`config.mk`:
```
export PLATFORM = sky130hd
export DESIGN_NAME = vec_ls_sequencer
export DESIGN_NICKNAME = d
export VERILOG_FILES = /design/src/rtl/vec_ls_sequencer.sv
export SDC_FILE = /design/constraint.sdc
export NUM_CORES = 1
export LEC_CHECK = 0
export ABC_CLOCK_PERIOD_IN_PS = 3000
export BUFFER_PORTS_ARGS = -buffer_cell sky130_fd_sc_hd__buf_2
export CAP_MARGIN = 10
export CORE_ASPECT_RATIO = 0.9
export CORE_UTILIZATION = 46
export DETAILED_ROUTE_END_ITERATION = 8
export PLACE_DENSITY = 0.69
export SETUP_SLACK_MARGIN = 0.1
export SLEW_MARGIN = 10
export SYNTH_ARGS = -nofsm -noshare
export SYNTH_HDL_FRONTEND = slang
export SYNTH_SLANG_ARGS = --single-unit
```
`constraint.sdc`:
```
create_clock -name clock -period 3 [get_ports clock]
set_input_delay 0.6 -clock clock [delete_from_list [all_inputs] [get_ports clock]]
set_output_delay 0.6 -clock clock [all_outputs]
set_load 0.01 [all_outputs]
```
`src/rtl/vec_ls_sequencer.sv`:
```
// Lane sequencer for the 4-lane vector datapath: walks lanes for VLOAD/VSTORE
// and steps the VADD pipeline, driving memory, staging, lane and VRF controls.
module vec_ls_sequencer #(
   parameter int unsigned STRIDE = 1,
   parameter int unsigned LANES  = 4
) (
   input  logic       clock,
   input  logic       reset,
   input  logic       start,
   input  logic [1:0] op,
   input  logic [7:0] base_addr,
   output logic       busy,
   output logic       done,
   output logic       err,
   output logic [7:0] mem_addr,
   output logic       mem_read,
   output logic       mem_write,
   output logic [2:0] mem_in_sel,
   output logic       x1_load,
   output logic       x2_load,
   output logic       vout_sel,
   output logic [3:0] t_ld,
   output logic       vrf_write
);

   localparam int unsigned LANE_W = $clog2(LANES);
   localparam logic [LANE_W-1:0] LAST_LANE = LANE_W'(LANES - 1);

   localparam logic [1:0] OP_VLOAD  = 2'b00;
   localparam logic [1:0] OP_VSTORE = 2'b01;
   localparam logic [1:0] OP_VADD   = 2'b10;

   typedef enum logic [3:0] {
      S_IDLE, S_RD, S_CAP, S_WB, S_LDX, S_WR, S_ADDX, S_ADDT, S_ADDWB
   } state_t;

   state_t              state_q, state_d;
   logic [LANE_W-1:0]   lane_q, lane_d;
   logic [7:0]          base_q, base_d;
   logic [7:0]          lane_addr;

   logic       busy_d, done_d, err_d, mem_read_d, mem_write_d;
   logic       x1_load_d, x2_load_d, vout_sel_d, vrf_write_d;
   logic [7:0] mem_addr_d;
   logic [2:0] mem_in_sel_d;
   logic [3:0] t_ld_d;

   // Next state, then the outputs decoded from the state being entered so
   // they can be registered and line up with that state's cycle.
   always_comb begin
      state_d      = state_q;
      lane_d       = lane_q;
      base_d       = base_q;
      busy_d       = 1'b0;
      done_d       = 1'b0;
      err_d        = 1'b0;
      mem_read_d   = 1'b0;
      mem_write_d  = 1'b0;
      mem_addr_d   = 8'h00;
      mem_in_sel_d = 3'd0;
      x1_load_d    = 1'b0;
      x2_load_d    = 1'b0;
      vout_sel_d   = 1'b0;
      t_ld_d       = 4'b0000;
      vrf_write_d  = 1'b0;

      case (state_q)
         S_IDLE: begin
            if (start) begin
               base_d = base_addr;
               lane_d = '0;
               case (op)
                  OP_VLOAD:  state_d = S_RD;
                  OP_VSTORE: state_d = S_LDX;
                  OP_VADD:   state_d = S_ADDX;
                  default:   err_d   = 1'b1;
               endcase
            end
         end
         S_RD: begin
            lane_d = lane_q + LANE_W'(1);
            if (lane_q == LAST_LANE) state_d = S_CAP;
         end
         S_CAP:   state_d = S_WB;
         S_WB:    state_d = S_IDLE;
         S_LDX:   state_d = S_WR;
         S_WR: begin
            lane_d = lane_q + LANE_W'(1);
            if (lane_q == LAST_LANE) state_d = S_IDLE;
         end
         S_ADDX:  state_d = S_ADDT;
         S_ADDT:  state_d = S_ADDWB;
         S_ADDWB: state_d = S_IDLE;
         default: state_d = S_IDLE;
      endcase

      lane_addr = 8'(base_d + 8'(32'(lane_d) * STRIDE));
      busy_d    = (state_d != S_IDLE);

      case (state_d)
         S_RD: begin
            mem_read_d = 1'b1;
            mem_addr_d = lane_addr;
            // Read data lags the address by one cycle, so lane i-1 captures now.
            if (lane_d != '0) begin
               vout_sel_d                     = 1'b1;
               t_ld_d[lane_d - LANE_W'(1)]    = 1'b1;
            end
         end
         S_CAP: begin
            vout_sel_d = 1'b1;
            t_ld_d     = 4'b1000;
         end
         S_WB: begin
            vrf_write_d = 1'b1;
            done_d      = 1'b1;
         end
         S_LDX:   x1_load_d = 1'b1;
         S_WR: begin
            mem_write_d  = 1'b1;
            mem_addr_d   = lane_addr;
            mem_in_sel_d = 3'(lane_d);
            done_d       = (lane_d == LAST_LANE);
         end
         S_ADDX: begin
            x1_load_d = 1'b1;
            x2_load_d = 1'b1;
         end
         S_ADDT:  t_ld_d = 4'b1111;
         S_ADDWB: begin
            vrf_write_d = 1'b1;
            done_d      = 1'b1;
         end
         default: ;
      endcase
   end

   // State, lane counter, latched base and registered outputs.
   always_ff @(posedge clock or negedge reset) begin
      if (!reset) begin
         state_q    <= S_IDLE;
         lane_q     <= '0;
         base_q     <= 8'h00;
         busy       <= 1'b0;
         done       <= 1'b0;
         err        <= 1'b0;
         mem_addr   <= 8'h00;
         mem_read   <= 1'b0;
         mem_write  <= 1'b0;
         mem_in_sel <= 3'd0;
         x1_load    <= 1'b0;
         x2_load    <= 1'b0;
         vout_sel   <= 1'b0;
         t_ld       <= 4'b0000;
         vrf_write  <= 1'b0;
      end else begin
         state_q    <= state_d;
         lane_q     <= lane_d;
         base_q     <= base_d;
         busy       <= busy_d;
         done       <= done_d;
         err        <= err_d;
         mem_addr   <= mem_addr_d;
         mem_read   <= mem_read_d;
         mem_write  <= mem_write_d;
         mem_in_sel <= mem_in_sel_d;
         x1_load    <= x1_load_d;
         x2_load    <= x2_load_d;
         vout_sel   <= vout_sel_d;
         t_ld       <= t_ld_d;
         vrf_write  <= vrf_write_d;
      end
   end

endmodule
```
# == Yosys cells after proc, flatten, opt, wreduce, memory -nomap -nowiden ==
# Cells that the tools add are included.
# totals
ff_bits,38
inputBits,13
# classes
add_sub_neg,3
n_eq_ne,18
n_reduce_logical,10
n_lt_le_gt_ge,2
mux,26
# ops
operator,count
$eq 4x3->1 const B,8
$pmux 4 s7,1
$mux 8,3
$pmux 4 s3,2
$mux 4,4
$eq 4x2->1 const B,3
$mux 1,10
$add 8x2->8,1
$eq 4x1->1 const B,2
$reduce_or 2->1,4
$eq 2x2->1 const B,3
$eq 4x4->1 const B,1
$logic_not 4->1,1
$mux 2,2
$pmux 1 s2,2
$pmux 2 s2,1
$reduce_bool 4->1,1
$lt 2x3->1 const B,1
$reduce_or 3->1,1
$add 2x1->2 const B,1
$demux 1 s2,1
$eq 2x1->1 const B,1
$ge 2x1->1 const B,1
$logic_not 2->1,1
3 further kinds,3

# == Logic depth before layout (Yosys ltp) ==
# Gate-level depths: netlist of the first run.
# logic_depth
word_depth,10
ltp_mapped,11
ltp_nobuf,10

# == Worst setup path before layout of the first run ==
# No wires, ideal clock.
# synth_timing
kind,input -> register
startpoint,input start
endpoint,register mem_addr[4]
setup_ps,73
setup_slack_ps,331
arrival_time_ps,2596
n_path_buf,1
t_required_ps,2927
stages,11
cell_sequence,or2b_1 -> clkbuf_1 -> o211ai_1 -> o21ai_0 -> ha_1 -> inv_1 -> fa_1 -> nor4_2 -> a21oi_1 -> or2_1 -> a21oi_2
# synth_between
word_cells_on_any_way,11
classes_between,add/sub (1); eq/ne (2); mux (7); reduce/logical (1)
# synth_rtl
item,line_no,text
start: declaration,9,"input logic start,"
$mux 2,69,if (start) begin
$pmux 2 s2,67,case (state_q)
net lane_d[0],38,"logic [LANE_W-1:0] lane_q, lane_d;"
$add 8x2->8,97,lane_addr = 8'(base_d + 8'(32'(lane_d) * STRIDE));
$mux 8,100,case (state_d)
net mem_addr_d[4],44,logic [7:0] mem_addr_d;
end signal: assignment,163,mem_addr <= mem_addr_d;
end: declaration,15,"output logic [7:0] mem_addr,"
# The timed path passes the listed nets, and every way through them passes these cells.

# == Worst setup path in the final report of the first run ==
# layout_timing
startpoint,register state_q[1]
endpoint,register mem_addr[4]
# layout_between
word_cells_on_any_way,20
classes_between,add/sub (1); eq/ne (8); mux (8); reduce/logical (3)
# layout_rtl
item,line_no,text
start: declaration,37,"state_t state_q, state_d;"
start signal: assignment,157,state_q <= state_d;
$eq 4x3->1 or $eq 4x1->1 (tied branches),67,
$reduce_or 2->1 (no line),n/a,
$pmux 2 s2 *,67,
net lane_d[0],38,
$add 8x2->8 *,97,
$mux 8 *,100,
net mem_addr_d[4],44,
# The timed path passes the listed nets; every way through them passes the cells marked *.

==> impl_metrics.csv, run 1 <==
group,metric,value,unit
worst_setup_path,rr_worst_depth,9,
worst_setup_path,regToRegSetupSlack,0.33,ns
synth,synth_edf_count,0,
synth,synth_area,1820,sq um
synth,syn_inst,166,
pwr,clkPwrFrac,0.164,
worst_setup_path,critPathBufInv,1,
clock_network,cts_tree,"yes",
worst_setup_path,r2r_end,"mem_addr[4]",
worst_setup_path,cpLargestDelayFamily,"simple AND/OR/NAND/NOR gates",
synth,ys_seq_area_frac,0.509,
worst_hold_path,hold_path_class,"in -> async",
drt,postRouteWirelength,3.55,mm
placement,dp_hpwl,2.66,mm
pwr,cellPowerDensity,1210,nW/um^2
die,coreArea,3760,sq um
cells_and_area,fin_cells,257,
pwr,internal-power,1.59,mW
pwr,total_power,2.65,mW
worst_setup_path,path_class,"reg -> reg",
placement,port_buffers,35,
clock_network,cts_root_buf,"clkbuf_8",
synth,synth_flop_cell,"dfrtp_1",
timing,drv_slew,0,
drt,drt_iter0_drc,77,
synth,syn_nets,187,
synth,avgSynthCellArea,11.0,sq um
cells_and_area,antenna_cells,0,
clock_network,clk_latency,0.28,ns
die,die_h,61.7,microns
die,die_x,68.3,microns
clock_network,h-tree-depth,2,
timing,max_freq,374,MHz
timing,slew_headroom,0.455,
pwr,p_sw_frac,0.400,
timing,rsz0062_at_grt,"no",
synth,synth-async-reset-ratio,1.00,
pwr,peakVddDrop,0.000459,V
global_routing,grt_pass1_vias,1249,
cells_and_area,fin_area,2190,sq um
drt,drc,0,
pwr,p_leak,1.11,nW
placement,place_congestion,0.864,
timing,period_needed,2.67,ns
worst_setup_path,crit_chain,"or3b_1 > o21ai_1 > ha_1 > inv_1 > fa_1 > nor4_2 > a21oi_1 > or2_1 > a21oi_2",
die,rows,21,
drt,postRouteAntennaNets,0,
placement,dp.cells,249,
pwr,p_sw,1.06,mW
clock_network,postCtsSetupBuffers,0,
worst_setup_path,required,3.21,ns
die,die_area,4210,sq um
timing,hold_viol,0,
global_routing,overflow,0,
global_routing,antenna_found_initial,0,
placement,place_area,2070,sq um
timing,tns,0,ns
synth,synth_warnings,0,
run,max_cap_viol_count,0,
worst_setup_path,end_kind,"flop",
global_routing,grt_max_degree,38,
pwr,comb_power_share,0.524,
cells_and_area,fin_nets,231,
worst_setup_path,arrival,2.89,ns
timing,fin_skew,0.00389,ns
timing,post-route-period-util,0.891,
clock_network,cts.sinks,37,
die,start_util,0.485,
worst_setup_path,path_max_fanout,8,
drt,wl_per_cell,13.8,microns
global_routing,track_usage,0.191,
worst_setup_path,cpPeakStageDelay,0.48,ns
synth,yosysUniqueCellTypes,49,
cells_and_area,area_growth,20.1,%
run_status,outcome,"finished, final reports clean",
cells_and_area,drive_gt1_frac,0.341,
clock_network,cts_max_path_buffers,2,
timing,fin_ws,0.327,ns
pwr,seqPwrFrac,0.312,
placement,pre_cts_slack,0.216,ns
worst_setup_path,worst_path_max_delay_cell,"fa_1",
synth,ys_seq_elements,37,
worst_setup_path,r2r-start,"state_q[1]",
drt,vias,1311,
die,ios,37,
timing,setup_violations,0,
timing,tightest_slew,0.817,ns
clock_network,cts_buffers,5,
drt,vias_per_cell,5.10,
drt,first_pass_iters,4,
global_routing,grt_pass1_wl,5.75,mm
worst_setup_path,startpoint_type,"flop",
clock_network,clkTransAtPathRegs,0.07,ns
-- worst reg2reg max path: cells and delay by family (launching register included) --
| kind | cells | cell delay (ns) |
|---|---|---|
| compound gates | 3 | 0.44 |
| fa+ha+maj | 2 | 0.70 |
| buf+inv | 1 | 0.07 |
| flops | 1 | 0.46 |
| simple gates | 3 | 0.94 |
-- per-layer routing --
metal	vias up	part of all wire	global-route usage
met5	-	0	0
met4	0	0.014	0.0714
met3	5	0.034	0.0370
met2	28	0.46	0.289
met1	622	0.49	0.272
li1	656	-	-
-- state kept, by name (all words and copies together) (netlist names), 2 cells and up --
signal,flops
base_q,8
t_ld,4
state_q,4
mem_in_sel,2
lane_q,2
mem_addr,8
-- how the worst max path moves through the flow --
stage | startpoint | endpoint | cells after the start
after floorplan | start | mem_addr[4] | 11
after global placement | start | mem_addr[5] | 11
after detailed placement | start | mem_addr[4] | 11
after CTS | state_q[0] | mem_addr[4] | 9
after global routing | state_q[0] | mem_addr[4] | 11
final | state_q[1] | mem_addr[4] | 9
-- Yosys cell counts (2+ instances only) --
master    instances  share of area
and4_1            2         0.0096
nand3_1           6          0.016
a31oi_1           2         0.0069
mux2_2            6          0.037
nor3b_1           3          0.012
or2_2             2         0.0069
buf_4             2         0.0082
nand2b_1          2         0.0069
o211ai_1          2         0.0082
clkbuf_1          3         0.0062
o32a_1            2          0.011
inv_1            10          0.021
xor2_1            2         0.0096
nand2_1           9          0.019
o21ai_0           7          0.019
nor3_1            2         0.0055
buf_6             3          0.019
dfrtp_1          37           0.51
and3_1            2         0.0069
a21oi_1           9          0.025
xnor2_1           3          0.014
nor2b_1           3          0.010
or3_1             2         0.0069
nor2_1           14          0.029
ha_1              7          0.048
-- cell type report --
| class | count | area (sq um) |
|---|---|---|
| sequential | 37 | 928 |
| tap | 46 | 57.6 |
| fill | 346 | 1570 |
| clock inverter | 1 | 30.0 |
| timing repair buffer | 45 | 250 |
| inverter | 11 | 41.3 |
| multi-input combinational | 110 | 793 |
| clock buffer | 7 | 86.3 |
-- cell usage in the layout (no fill, tap or decap), types with 7 or more instances in the layout --
cell / instances
inv_1: 10
nor2_1: 14
nand2_1: 9
buf_2: 35
a21oi_1: 9
ha_1: 7
buf_4: 10
dfrtp_1: 35
-- per-stage QoR --
stage          hold WS (ns)   util
2_1_floorplan         0.304      -
3_3_place_gp          0.485  0.550
3_5_place_dp          0.514  0.550
4_1_cts               0.434  0.581
5_1_grt               0.474  0.582
6_report              0.413  0.582
-- logic make-up (layout without fill, tap and decap cells) --
kind of cell,after synthesis,in the layout,share of synthesized area
other,1,1,0.00206
adders and majority gates,8,8,0.0591
xor gates and xnor gates,5,5,0.0241
muxes,7,7,0.0454
DFF,37,37,0.509
and+or+nand+nor,58,58,0.183
buffers and inverters,19,64,0.0557
AOI/OAI and AO/OA,31,31,0.122
-- power by group through the flow --
stage | clock network [mW] | registers, mW | logic (mW)
global route | 0.458 | 0.853 | 1.56
floorplan | 0 | 0.865 | 0.949
global placement | 0 | 0.819 | 1.35
CTS | 0.441 | 0.824 | 1.39
detailed placement | 0 | 0.829 | 1.38
finish | 0.434 | 0.824 | 1.39
-- what timing repair did --
item	CTS	global route
hold buffers	0	0
resized for setup	0	3
setup endpoints to repair	0	1
No activity file was read; power rests on OpenSTA's default activity.
==> inputs of run 2 (changes only) <==
--- a/config.mk
+++ b/config.mk
@@ -5,13 +5,13 @@
 export SDC_FILE = /design/constraint.sdc
 export NUM_CORES = 1
 export LEC_CHECK = 0
-export ABC_CLOCK_PERIOD_IN_PS = 3000
+export ABC_AREA = 1
+export ABC_CLOCK_PERIOD_IN_PS = 2300
 export BUFFER_PORTS_ARGS = -buffer_cell sky130_fd_sc_hd__buf_2
 export CAP_MARGIN = 10
 export CORE_ASPECT_RATIO = 0.9
-export CORE_UTILIZATION = 46
+export CORE_UTILIZATION = 35
 export DETAILED_ROUTE_END_ITERATION = 8
-export PLACE_DENSITY = 0.69
 export SETUP_SLACK_MARGIN = 0.1
 export SLEW_MARGIN = 10
 export SYNTH_ARGS = -nofsm -noshare
==> constraint.sdc (replaced) <==
create_clock -name clock -period 2.3 [get_ports clock]
set_input_delay 0.46 -clock clock [delete_from_list [all_inputs] [get_ports clock]]
set_output_delay 0.46 -clock clock [all_outputs]
set_load 0.01 [all_outputs]
==> run 2 against run 1 <==
Compared with the run above:
- clock-buffer cell count down 2
- area after synthesis up 4.1%
- non-clock buffer count down 1
- largest cell class unchanged
- routed wire length up 5.0%
- largest power group unchanged
- critical endpoint unchanged
- utilization down 13 points
==> impl_metrics.csv, run 2 <==
group,metric,value,unit
drt,wl_per_cell,11.1,microns
global_routing,grt_pass1_vias,1447,
timing,tightest_slew,0.807,ns
placement,place_congestion,0.856,
worst_setup_path,regToRegSetupSlack,0.24,ns
timing,period_needed,2.06,ns
run_status,outcome,"finished, final reports clean",
placement,dp_hpwl,2.79,mm
synth,synth_area,1900,sq um
drt,drc,0,
pwr,total_power,3.59,mW
global_routing,grt_max_degree,38,
die,rows,25,
timing,hold_viol,0,
synth,synth_warnings,0,
synth,post_synth_and_or_nand_nor_area_fraction,0.316,
synth,syn_nets,240,
timing,drv_slew,0,
cells_and_area,antenna_cells,0,
global_routing,overflow,0,
pwr,p_sw_frac,0.433,
cells_and_area,final_common_cell,"nand2_1",
cells_and_area,top_regs,"base_q (8), mem_addr (8)",
die,coreArea,5220,sq um
synth,ys_seq_elements,37,
timing,slew_headroom,0.462,
timing,fin_skew,0.00931,ns
worst_setup_path,arrival,2.27,ns
die,die_area,5710,sq um
cells_and_area,mostFrequentLayoutCells,"nand2_1 (62), dfrtp_1 (35), buf_2 (35), inv_1 (25), nor2_1 (20)",
placement,pre_cts_slack,0.0503,ns
synth,avgSynthCellArea,8.66,sq um
cells_and_area,drive_gt1_frac,0.347,
pwr,seqPwrFrac,0.282,
worst_setup_path,crit_chain,"inv_2 > nand3_2 > nand2_1 > inv_2 > nand2_1 > o21ai_2 > ha_2 > inv_1 > fa_2 > nor2_4 > nand2_1 > nand2_1 > nand2_1 > a21oi_1",
worst_setup_path,path_max_fanout,5,
timing,tns,0,ns
timing,setup_violations,0,
worst_setup_path,required,2.51,ns
synth,synth-compound-area-share,0.0548,
synth,synth_common_cells,"nand2_1 (62), dfrtp_1 (37), inv_1 (27), nor2_1 (20), nand3_1 (9)",
worst_setup_path,cpPeakStageDelay,0.42,ns
worst_setup_path,startpoint_type,"flop",
placement,port_buffers,35,
pwr,p_sw,1.55,mW
cells_and_area,fin_nets,288,
timing,post-route-period-util,0.896,
drt,postRouteAntennaNets,0,
worst_setup_path,worst_path_max_delay_cell,"dfrtp_2",
clock_network,cts_max_path_buffers,2,
timing,rsz0062_at_grt,"no",
die,start_util,0.363,
pwr,cellPowerDensity,1520,nW/um^2
die,die_h,71.8,microns
synth,yosysUniqueCellTypes,27,
synth,yosysTopAreaCell,"dfrtp_1",
pwr,peakVddDrop,0.000706,V
clock_network,cts.sinks,37,
die,ios,37,
synth,ys_seq_area_frac,0.488,
drt,first_pass_iters,4,
clock_network,cts_tree,"yes",
clock_network,holdBufCountCts,0,
pwr,comb_power_share,0.534,
timing,max_freq,485,MHz
synth,synth_flop_cell,"dfrtp_1",
clock_network,cts_root_buf,"clkbuf_8",
global_routing,grt_pass1_wl,6.47,mm
cells_and_area,n_fill_cell,500,
cells_and_area,area_growth,24.5,%
die,die_x,79.6,microns
synth,synth_edf_count,0,
timing,fin_ws,0.240,ns
worst_setup_path,crit_top_cell,"nand2_1",
pwr,internal-power,2.03,mW
drt,postRouteWirelength,3.73,mm
synth,syn_inst,219,
synth,synth-adder-area-share,0.0568,
global_routing,track_usage,0.149,
worst_setup_path,end_kind,"flop",
pwr,clkPwrFrac,0.184,
run,max_cap_viol_count,0,
clock_network,clkTransAtPathRegs,0.08,ns
synth,yosysMostFrequentCell,"nand2_1",
global_routing,antenna_found_initial,0,
clock_network,cts_buffers,5,
synth,synth-async-reset-ratio,1.00,
clock_network,h-tree-depth,2,
cells_and_area,utilization,0.452,
clock_network,clk_latency,0.29,ns
drt,drt_iter0_drc,69,
synth,synth.top_cell.area_share,0.488,
drt,vias_per_cell,4.41,
worst_hold_path,hold_path_class,"in -> async",
drt,vias,1477,
synth,synth_xor_area_frac,0.00462,
pwr,p_leak,1.33,nW
synth,synthTopCellsByArea,"dfrtp_1 (49%), nand2_1 (12%), inv_1 (5.3%), nor2_4 (4.8%), ha_1 (4.6%)",
synth,synth_top_family_by_area,"simple AND/OR/NAND/NOR gates",
worst_setup_path,path_class,"reg -> reg",
synth,synthMuxAreaShare,0,
==> run 2: cell count changes in the layout (fill, tap and decap cells not counted), sizes merged, moves of 3 or more <==
cell,previous run,this run
nand3,6,12
xnor2,3,0
a21oi,10,6
nor2b,4,0
mux2,7,0
nor2,14,30
o21ai,8,11
nand2,10,71
inv,11,33
or2,3,0
==> run 2: critical path: cells and delay by family, from the launching register on <==
| family | cells | cell delay, ns |
|---|---|---|
| flops | 1 | 0.42 |
| buf+inv | 3 | 0.20 |
| simple gates | 7 | 0.56 |
| compound gates | 2 | 0.20 |
| fa+ha+maj | 2 | 0.58 |
==> run 2: cell type report <==
| type | count | area (sq um) | area share |
|---|---|---|---|
| tap | 67 | 83.8 | 0.0355 |
| clock inverter | 3 | 65.1 | 0.0276 |
| multi-input combinational | 146 | 847 | 0.359 |
| clock buffer | 5 | 68.8 | 0.0292 |
| inverter | 33 | 124 | 0.0525 |
| timing repair buffer | 44 | 243 | 0.103 |
| sequential | 37 | 928 | 0.393 |
==> run 2: final timing paths <==
kind                               from          end  depth (start not counted)
max in group asynchronous         reset   state_q[0]                          1
max reg2reg                  state_q[1]  mem_addr[4]                         14
min reg2reg                   base_q[0]    base_q[0]                          2
max                          state_q[1]  mem_addr[4]                         14
min                               reset   state_q[2]                          1
min in group clock         base_addr[0]    base_q[0]                          3
==> run 2: repair_timing <==
| item | in CTS | in global routing |
|---|---|---|
| setup buffers | 0 | 3 |
| pin swaps | 0 | 1 |
| endpoints found under the setup margin | 2 | 3 |
| gates resized for setup | 2 | 8 |
==> run 2: cells by family (layout without fill, tap and decap cells) <==
group	count (synthesis)	in the layout
fa+ha+maj	8	8
xor+xnor	1	1
simple gates	119	119
flops	37	37
other cells	1	1
buf+inv	36	85
compound gates	17	17
==> run 2: power by group through the flow <==
stage	Clock, mW	Sequential (mW)	Combinational, mW
3_5_place_dp	0	1.02	1.84
3_3_place_gp	0	1.01	1.82
6_report	0.659	1.01	1.92
4_1_cts	0.679	1.01	1.85
2_1_floorplan	0	1.07	1.28
5_1_grt	0.702	1.04	2.19
==> run 2: layer usage <==
metal / vias to the layer above / share of wire / track usage
met1: 670 / 0.48 / 0.200
met2: 34 / 0.46 / 0.232
met3: 4 / 0.056 / 0.0446
li1: 769 / - / -
met4: 0 / 0.0089 / 0.0424
met5: - / 0 / 0
==> run 2: through the flow <==
stage / cells / instance area (sq um) / hold slack (ns)
finish: 335 / 2360 / 0.257
global route: 335 / 2360 / 0.342
CTS: 332 / 2320 / 0.289
detailed placement: 324 / 2180 / 0.475
global placement: 324 / 2180 / 0.471
floorplan: 219 / 1900 / 0.164
